<file path="config.mk">
export PLATFORM = sky130hd
export DESIGN_NAME = rx_slicer_ber
export DESIGN_NICKNAME = d
export VERILOG_FILES = /design/src/rtl/rx_slicer_ber_pkg.sv /design/src/rtl/ber_counter.sv /design/src/rtl/rx_slicer_ber.sv
export SDC_FILE = /design/constraint.sdc
export NUM_CORES = 2
export LEC_CHECK = 0
export CORE_MARGIN = 2
export CORE_UTILIZATION = 57
export DETAILED_ROUTE_END_ITERATION = 16
export GPL_TIMING_DRIVEN = 0
export MAX_ROUTING_LAYER = met4
export PLACE_DENSITY = 0.82
export SLEW_MARGIN = 10
export SYNTH_ARGS = -nofsm -noshare
export SYNTH_HDL_FRONTEND = slang
export SYNTH_SLANG_ARGS = --single-unit
</file>
<file path="constraint.sdc">
create_clock -name clock -period 5.35 [get_ports clock]
set_input_delay 1.07 -clock clock [delete_from_list [all_inputs] [get_ports clock]]
set_output_delay 1.07 -clock clock [all_outputs]
set_load 0.03 [all_outputs]
</file>
<file path="src/rtl/rx_slicer_ber_pkg.sv">
// Shared definitions for the RX slicer / BER block: FSM encoding, default
// geometry and the TX/RX bit-to-level mapping.
package rx_slicer_ber_pkg;

  typedef enum logic {
    ST_SEARCH = 1'b0,
    ST_LOCKED = 1'b1
  } ber_state_e;

  localparam int OS_DEF      = 4;
  localparam int DLY_LEN_DEF = 512;
  localparam int WIN_DEF     = 511;

  // Bit 0 travels as a positive level, bit 1 as a negative level.
  localparam logic BIT_POS = 1'b0;
  localparam logic BIT_NEG = 1'b1;

  function automatic logic slice_sign(input logic sign_bit);
    return sign_bit ? BIT_NEG : BIT_POS;
  endfunction

endpackage

</file>
<file path="src/rtl/ber_counter.sv">
// Saturating error / bit counters used once the receiver has locked.
module ber_counter
  import rx_slicer_ber_pkg::*;
#(
  parameter int NB_CNT = 64
) (
  input  logic              clk_i,
  input  logic              rst_n_i,
  input  logic              clear_i,
  input  logic              inc_i,
  input  logic              err_i,
  output logic [NB_CNT-1:0] err_count_o,
  output logic [NB_CNT-1:0] bit_count_o
);

  localparam logic [NB_CNT-1:0] CNT_MAX = {NB_CNT{1'b1}};
  localparam logic [NB_CNT-1:0] CNT_ONE = NB_CNT'(32'd1);

  logic [NB_CNT-1:0] err_q, err_d;
  logic [NB_CNT-1:0] bits_q, bits_d;

  // Next-state: clear dominates, otherwise count with saturation.
  always_comb begin
    err_d  = err_q;
    bits_d = bits_q;
    if (clear_i) begin
      err_d  = '0;
      bits_d = '0;
    end else if (inc_i) begin
      if (bits_q != CNT_MAX) begin
        bits_d = bits_q + CNT_ONE;
      end else begin
        bits_d = bits_q;
      end
      if (err_i && (err_q != CNT_MAX)) begin
        err_d = err_q + CNT_ONE;
      end else begin
        err_d = err_q;
      end
    end else begin
      err_d  = err_q;
      bits_d = bits_q;
    end
  end

  // Counter registers.
  always_ff @(posedge clk_i) begin
    if (!rst_n_i) begin
      err_q  <= '0;
      bits_q <= '0;
    end else begin
      err_q  <= err_d;
      bits_q <= bits_d;
    end
  end

  assign err_count_o = err_q;
  assign bit_count_o = bits_q;

endmodule

</file>
<file path="src/rtl/rx_slicer_ber.sv">
// RX end of the TX filter chain: decimate, slice by sign, search the channel
// delay against the TX PRBS reference and count bit errors once aligned.
module rx_slicer_ber
  import rx_slicer_ber_pkg::*;
#(
  parameter int NB_INPUT  = 8,
  parameter int NBF_INPUT = 6,
  parameter int OS        = OS_DEF,
  parameter int DLY_LEN   = DLY_LEN_DEF,
  parameter int WIN       = WIN_DEF,
  parameter int NB_CNT    = 64
) (
  input  logic                       clock,
  input  logic                       i_reset,
  input  logic                       i_enable,
  input  logic [$clog2(OS)-1:0]      i_phase,
  input  logic [NB_INPUT-1:0]        i_sample,
  input  logic                       i_ref_bit,
  output logic                       o_bit,
  output logic                       o_bit_valid,
  output logic                       o_locked,
  output logic [$clog2(DLY_LEN)-1:0] o_delay,
  output logic [NB_CNT-1:0]          o_err_count,
  output logic [NB_CNT-1:0]          o_bit_count
);

  localparam int NB_PH    = $clog2(OS);
  localparam int NB_DLY   = $clog2(DLY_LEN);
  localparam int NB_WIN   = $clog2(WIN + 1);
  localparam int INT_BITS = NB_INPUT - NBF_INPUT;
  // The sign sits on top of the integer part of the Q format.
  localparam int SIGN_BIT = NBF_INPUT + INT_BITS - 1;

  localparam logic [NB_PH-1:0]  PH_ONE   = NB_PH'(32'd1);
  localparam logic [NB_DLY-1:0] DLY_ONE  = NB_DLY'(32'd1);
  localparam logic [NB_DLY-1:0] DLY_LAST = NB_DLY'(DLY_LEN - 1);
  localparam logic [NB_WIN-1:0] WIN_ONE  = NB_WIN'(32'd1);
  localparam logic [NB_WIN-1:0] WIN_LAST = NB_WIN'(WIN - 1);

  ber_state_e         state_q, state_d;
  logic [NB_PH-1:0]   phase_q, phase_d;
  logic [DLY_LEN-1:0] ref_sr_q, ref_sr_d, ref_next_s;
  logic [NB_DLY-1:0]  delay_q, delay_d;
  logic [NB_WIN-1:0]  win_cnt_q, win_cnt_d;
  logic               win_err_q, win_err_d;
  logic               bit_q, bit_d;
  logic               bit_valid_q, bit_valid_d;
  logic               strobe_s, slice_s, cmp_s, err_s;
  logic               cnt_clear_s, cnt_inc_s;
  logic               unused_bits_s;

  assign unused_bits_s = ^{i_sample[SIGN_BIT-1:0], ref_sr_q[DLY_LEN-1]};

  // Phase counter, slicer and reference delay line.
  always_comb begin
    strobe_s    = i_enable && (phase_q == i_phase);
    phase_d     = i_enable ? (phase_q + PH_ONE) : phase_q;
    ref_next_s  = {ref_sr_q[DLY_LEN-2:0], i_ref_bit};
    cmp_s       = ref_next_s[delay_q];
    slice_s     = slice_sign(i_sample[SIGN_BIT]);
    err_s       = slice_s ^ cmp_s;
    ref_sr_d    = strobe_s ? ref_next_s : ref_sr_q;
    bit_valid_d = strobe_s;
    bit_d       = strobe_s ? slice_s : bit_q;
  end

  // Delay search: a window with no error locks, otherwise try the next delay.
  always_comb begin
    state_d   = state_q;
    delay_d   = delay_q;
    win_cnt_d = win_cnt_q;
    win_err_d = win_err_q;
    case (state_q)
      ST_SEARCH: begin
        if (strobe_s) begin
          if (win_cnt_q == WIN_LAST) begin
            win_cnt_d = '0;
            win_err_d = 1'b0;
            if (!(win_err_q || err_s)) begin
              state_d = ST_LOCKED;
            end else begin
              delay_d = (delay_q == DLY_LAST) ? '0 : (delay_q + DLY_ONE);
            end
          end else begin
            win_cnt_d = win_cnt_q + WIN_ONE;
            win_err_d = win_err_q | err_s;
          end
        end else begin
          win_cnt_d = win_cnt_q;
          win_err_d = win_err_q;
        end
      end
      ST_LOCKED: begin
        state_d = ST_LOCKED;
      end
      default: begin
        state_d = ST_SEARCH;
      end
    endcase
  end

  // State registers.
  always_ff @(posedge clock) begin
    if (!i_reset) begin
      state_q     <= ST_SEARCH;
      phase_q     <= '0;
      ref_sr_q    <= '0;
      delay_q     <= '0;
      win_cnt_q   <= '0;
      win_err_q   <= 1'b0;
      bit_q       <= 1'b0;
      bit_valid_q <= 1'b0;
    end else begin
      state_q     <= state_d;
      phase_q     <= phase_d;
      ref_sr_q    <= ref_sr_d;
      delay_q     <= delay_d;
      win_cnt_q   <= win_cnt_d;
      win_err_q   <= win_err_d;
      bit_q       <= bit_d;
      bit_valid_q <= bit_valid_d;
    end
  end

  assign cnt_clear_s = (state_q != ST_LOCKED);
  assign cnt_inc_s   = strobe_s && (state_q == ST_LOCKED);

  ber_counter #(
    .NB_CNT (NB_CNT)
  ) u_ber_counter (
    .clk_i       (clock),
    .rst_n_i     (i_reset),
    .clear_i     (cnt_clear_s),
    .inc_i       (cnt_inc_s),
    .err_i       (err_s),
    .err_count_o (o_err_count),
    .bit_count_o (o_bit_count)
  );

  assign o_bit       = bit_q;
  assign o_bit_valid = bit_valid_q;
  assign o_locked    = (state_q == ST_LOCKED);
  assign o_delay     = delay_q;

endmodule
</file>
==> impl_metrics.ini <==
[outcome]
status = finished, final reports clean

[die]
die_y_um = 231.0
rows = 83
die_area_um2 = 53350
ios = 154
core-area_um2 = 51090
die_w_um = 231.0
start_util_pct = 57.48

[timing]
max_freq_mhz = 194.8
fin_ws_ns = 0.2164
fin_hold_ws_ns = 0.4615
rsz0062_at_grt = false
period_share_pct = 95.95
fin_crit_ns = 5.134
hold_violations = 0
fin_skew_ns = 0.01240
drv_slew = 0
tns_ns = 0
tightestPinTransition_ns = 1.295
setup_viol_count_final = 0
slew_headroom_pct = 13.37

[worst_setup_path]
critPathRequiredTime_ns = 5.84
crit_arrival_ns = 5.63
critical_path_buf_inv_count = 3
cpPeakStageDelay_ns = 1.01
critPathLaunchType = flop
cp_cell_sequence = clkbuf_1 -> buf_2 -> nor2_1 -> a22oi_1 -> nand3_1 -> a32oi_1 -> a221o_1 -> a211oi_1 -> or4_4 -> nand2_4 -> buf_6 -> a21oi_2 -> a32o_1
path_class = reg2reg
endpoint_kind = flop
crit_family = compound AO/OA/AOI/OAI gates
cpMaxStageDelayCell = nor2_1
cp_max_fo = 10

[detailed_routing]
wl_met2_um = 37070
route.met3.wl_um = 7740
routed.top_layer = met4
detailedRoute.firstPassIterationCount = 7
drtIter0Drc = 2733
wire_per_inst_um = 18.26
antenna_left = 0
met1_length_um = 32700
via_per_inst = 5.927
routed_wl_um = 81580
num_vias = 26480
drc = 0

[global_routing]
antenna_found_initial = 3
grt_pass1_wl_um = 127900
grt_overflow = 0
grt_start_max_net_pins = 15
grt_pass1_vias = 24210
grt_usage_pct = 30.74

[yosys]
syn-num-nets = 3545
syn_area_um2 = 29370
async_flop_share_pct = 0
yosys.cell_types.count = 74
synth_seq_cells = 663
synth_edf_count = 0
yosysSeqAreaShare_pct = 45.20
syn_area_per_cell_um2 = 8.331
synth_ff_type = dfxtp_1
yosys_warnings = 0
syn_inst = 3525

[final_layout]
fillers = 4038
nNetsFinal = 3761
seq_area_um2 = 13270
area_growth_pct = 16.07
design_area_um2 = 34090
final_cell_mix = nand2_1, dfxtp_1, a21oi_1
multiInputGateArea_um2 = 14750
drive_gt1_share_pct = 7.684
final_common_cell = nand2_1

[power]
ir_drop_uv = 256.4
p_leak_nw = 10.31
total_power_w = 0.01044
p_per_area_nw_per_um2 = 306.4

[placed_design]
place_ws_ns = 0.3392
placed_cell_area_um2 = 31670
hpwl_um = 55190
gp_congestion = 0.9886
port_buffers = 145

[clock_tree]
cts_buffers = 69
clkSinkCount = 663
cts_root_buf = clkbuf_16
cts_tree = yes
ctsHtreeMaxLevel = 3
ctsLongestPathBuffers = 3
clkLatencyLatePin_ns = 0.61
path_clk_slew_ns = 0.06
cts_resized = 0
hold_buffers = 0
post-cts-setup-buffer-count = 0

[job]
maxCapViolCount = 0

[min_path]
hold_class = reg2reg
[worst reg2reg max path: stages (launching register included)]
cell and delay (ns):
dfxtp_1 0.41, clkbuf_1 0.22, buf_2 0.25, nor2_1 1.01, a22oi_1 0.24, nand3_1 0.20
a32oi_1 0.19, a221o_1 0.42, a211oi_1 0.70, or4_4 0.30, nand2_4 0.09, buf_6 0.18
a21oi_2 0.43, a32o_1 0.37
[routing by layer]
metal,track usage [%],vias up
li1,-,12470
met1,38.44,12470
met2,47.69,1267
met3,6.670,281
met4,14.09,0
met5,-,-
[stage by stage]
stage          instances  util (%)
3_5_place_dp        4350     61.98
6_report            4468     66.71
4_1_cts             4467     66.70
5_1_grt             4468     66.71
3_3_place_gp        4350     61.98
2_1_floorplan       3525         -
[report_power, final]
| part | leakage (nW) | total (W) | switching, W | internal, W |
|---|---|---|---|---|
| Sequential | 5.34 | 0.00495 | 0.00000540 | 0.00494 |
| Combinational | 3.79 | 0.000371 | 0.000315 | 0.0000557 |
| Clock | 1.18 | 0.00513 | 0.00199 | 0.00314 |
[cell usage after synthesis, drive strengths merged (3+ instances only)]
master / n / area (um2)
a211oi: 5 / 37.54
a21oi: 543 / 2721
a221o: 3 / 30.03
a221oi: 5 / 50.04
a22o: 3 / 26.28
a22oi: 21 / 157.7
a2bb2oi: 3 / 26.28
a311oi: 3 / 26.28
a31oi: 3 / 18.77
a32o: 6 / 60.06
and2: 18 / 115.1
and3: 15 / 93.84
and4: 24 / 210.2
buf: 57 / 447.9
clkbuf: 205 / 773.2
dfxtp: 663 / 13270
ha: 6 / 75.07
inv: 33 / 123.9
mux2: 11 / 123.9
mux2i: 96 / 960.9
mux4: 111 / 2504
nand2: 1190 / 4474
nand2b: 43 / 269.0
nand3: 63 / 320.3
nand3b: 4 / 30.03
nand4: 41 / 256.5
nor2: 103 / 386.6
nor2b: 15 / 93.84
nor3: 34 / 170.2
nor4: 27 / 168.9
o2111ai: 3 / 26.28
o21a: 3 / 22.52
o21ai: 27 / 138.9
o221ai: 5 / 43.79
o22ai: 4 / 25.02
o311ai: 3 / 26.28
o31ai: 9 / 81.33
o41ai: 3 / 26.28
or3: 20 / 125.1
or4: 10 / 78.82
xnor2: 19 / 166.4
xor2: 47 / 411.6
[registers in the layout, summed over array words and instances, names as in the netlist]
signal                     flops
o_bit                          1
o_bit_valid                    1
o_delay                        9
o_locked                       1
phase_q                        2
ref_sr_q                     511
u_ber_counter.bit_count_o     64
u_ber_counter.err_count_o     64
win_cnt_q                      9
win_err_q                      1
[cells by family (layout without fill, tap and decap cells)]
family / after synthesis / after routing / synth area share, %
buffers and inverters: 295 / 557 / 4.580
adder cells (fa/ha/maj): 6 / 6 / 0.2556
AO/OA/AOI/OAI: 665 / 665 / 12.47
multiplexers: 218 / 218 / 12.22
flip-flops: 663 / 663 / 45.20
AND/OR/NAND/NOR: 1612 / 1612 / 23.31
XOR/XNOR: 66 / 66 / 1.968
other: 0 / 1 / 0
[worst paths after layout]
| kind | startpoint | endpoint | slack (ns) | depth (start not counted) |
|---|---|---|---|---|
| worst max-delay path | o_delay[2] | o_delay[4] | 0.22 | 13 |
| worst min register to register | o_bit | o_bit | 0.46 | 2 |
| worst max register to register | o_delay[2] | o_delay[4] | 0.22 | 13 |
| worst min-delay path | o_bit | o_bit | 0.46 | 2 |
[cell type report]
cell class	instances	share of cell area, %
Multi-Input combinational cell	2567	43.28
Timing Repair Buffer	145	4.258
Buffer	262	3.583
Antenna cell	1	0.007341
Sequential cell	663	38.94
Tap cell	680	2.496
Clock buffer	96	5.994
Inverter	33	0.3634
Clock inverter	21	1.076
Note: power is estimated with default switching activity, not from simulation.
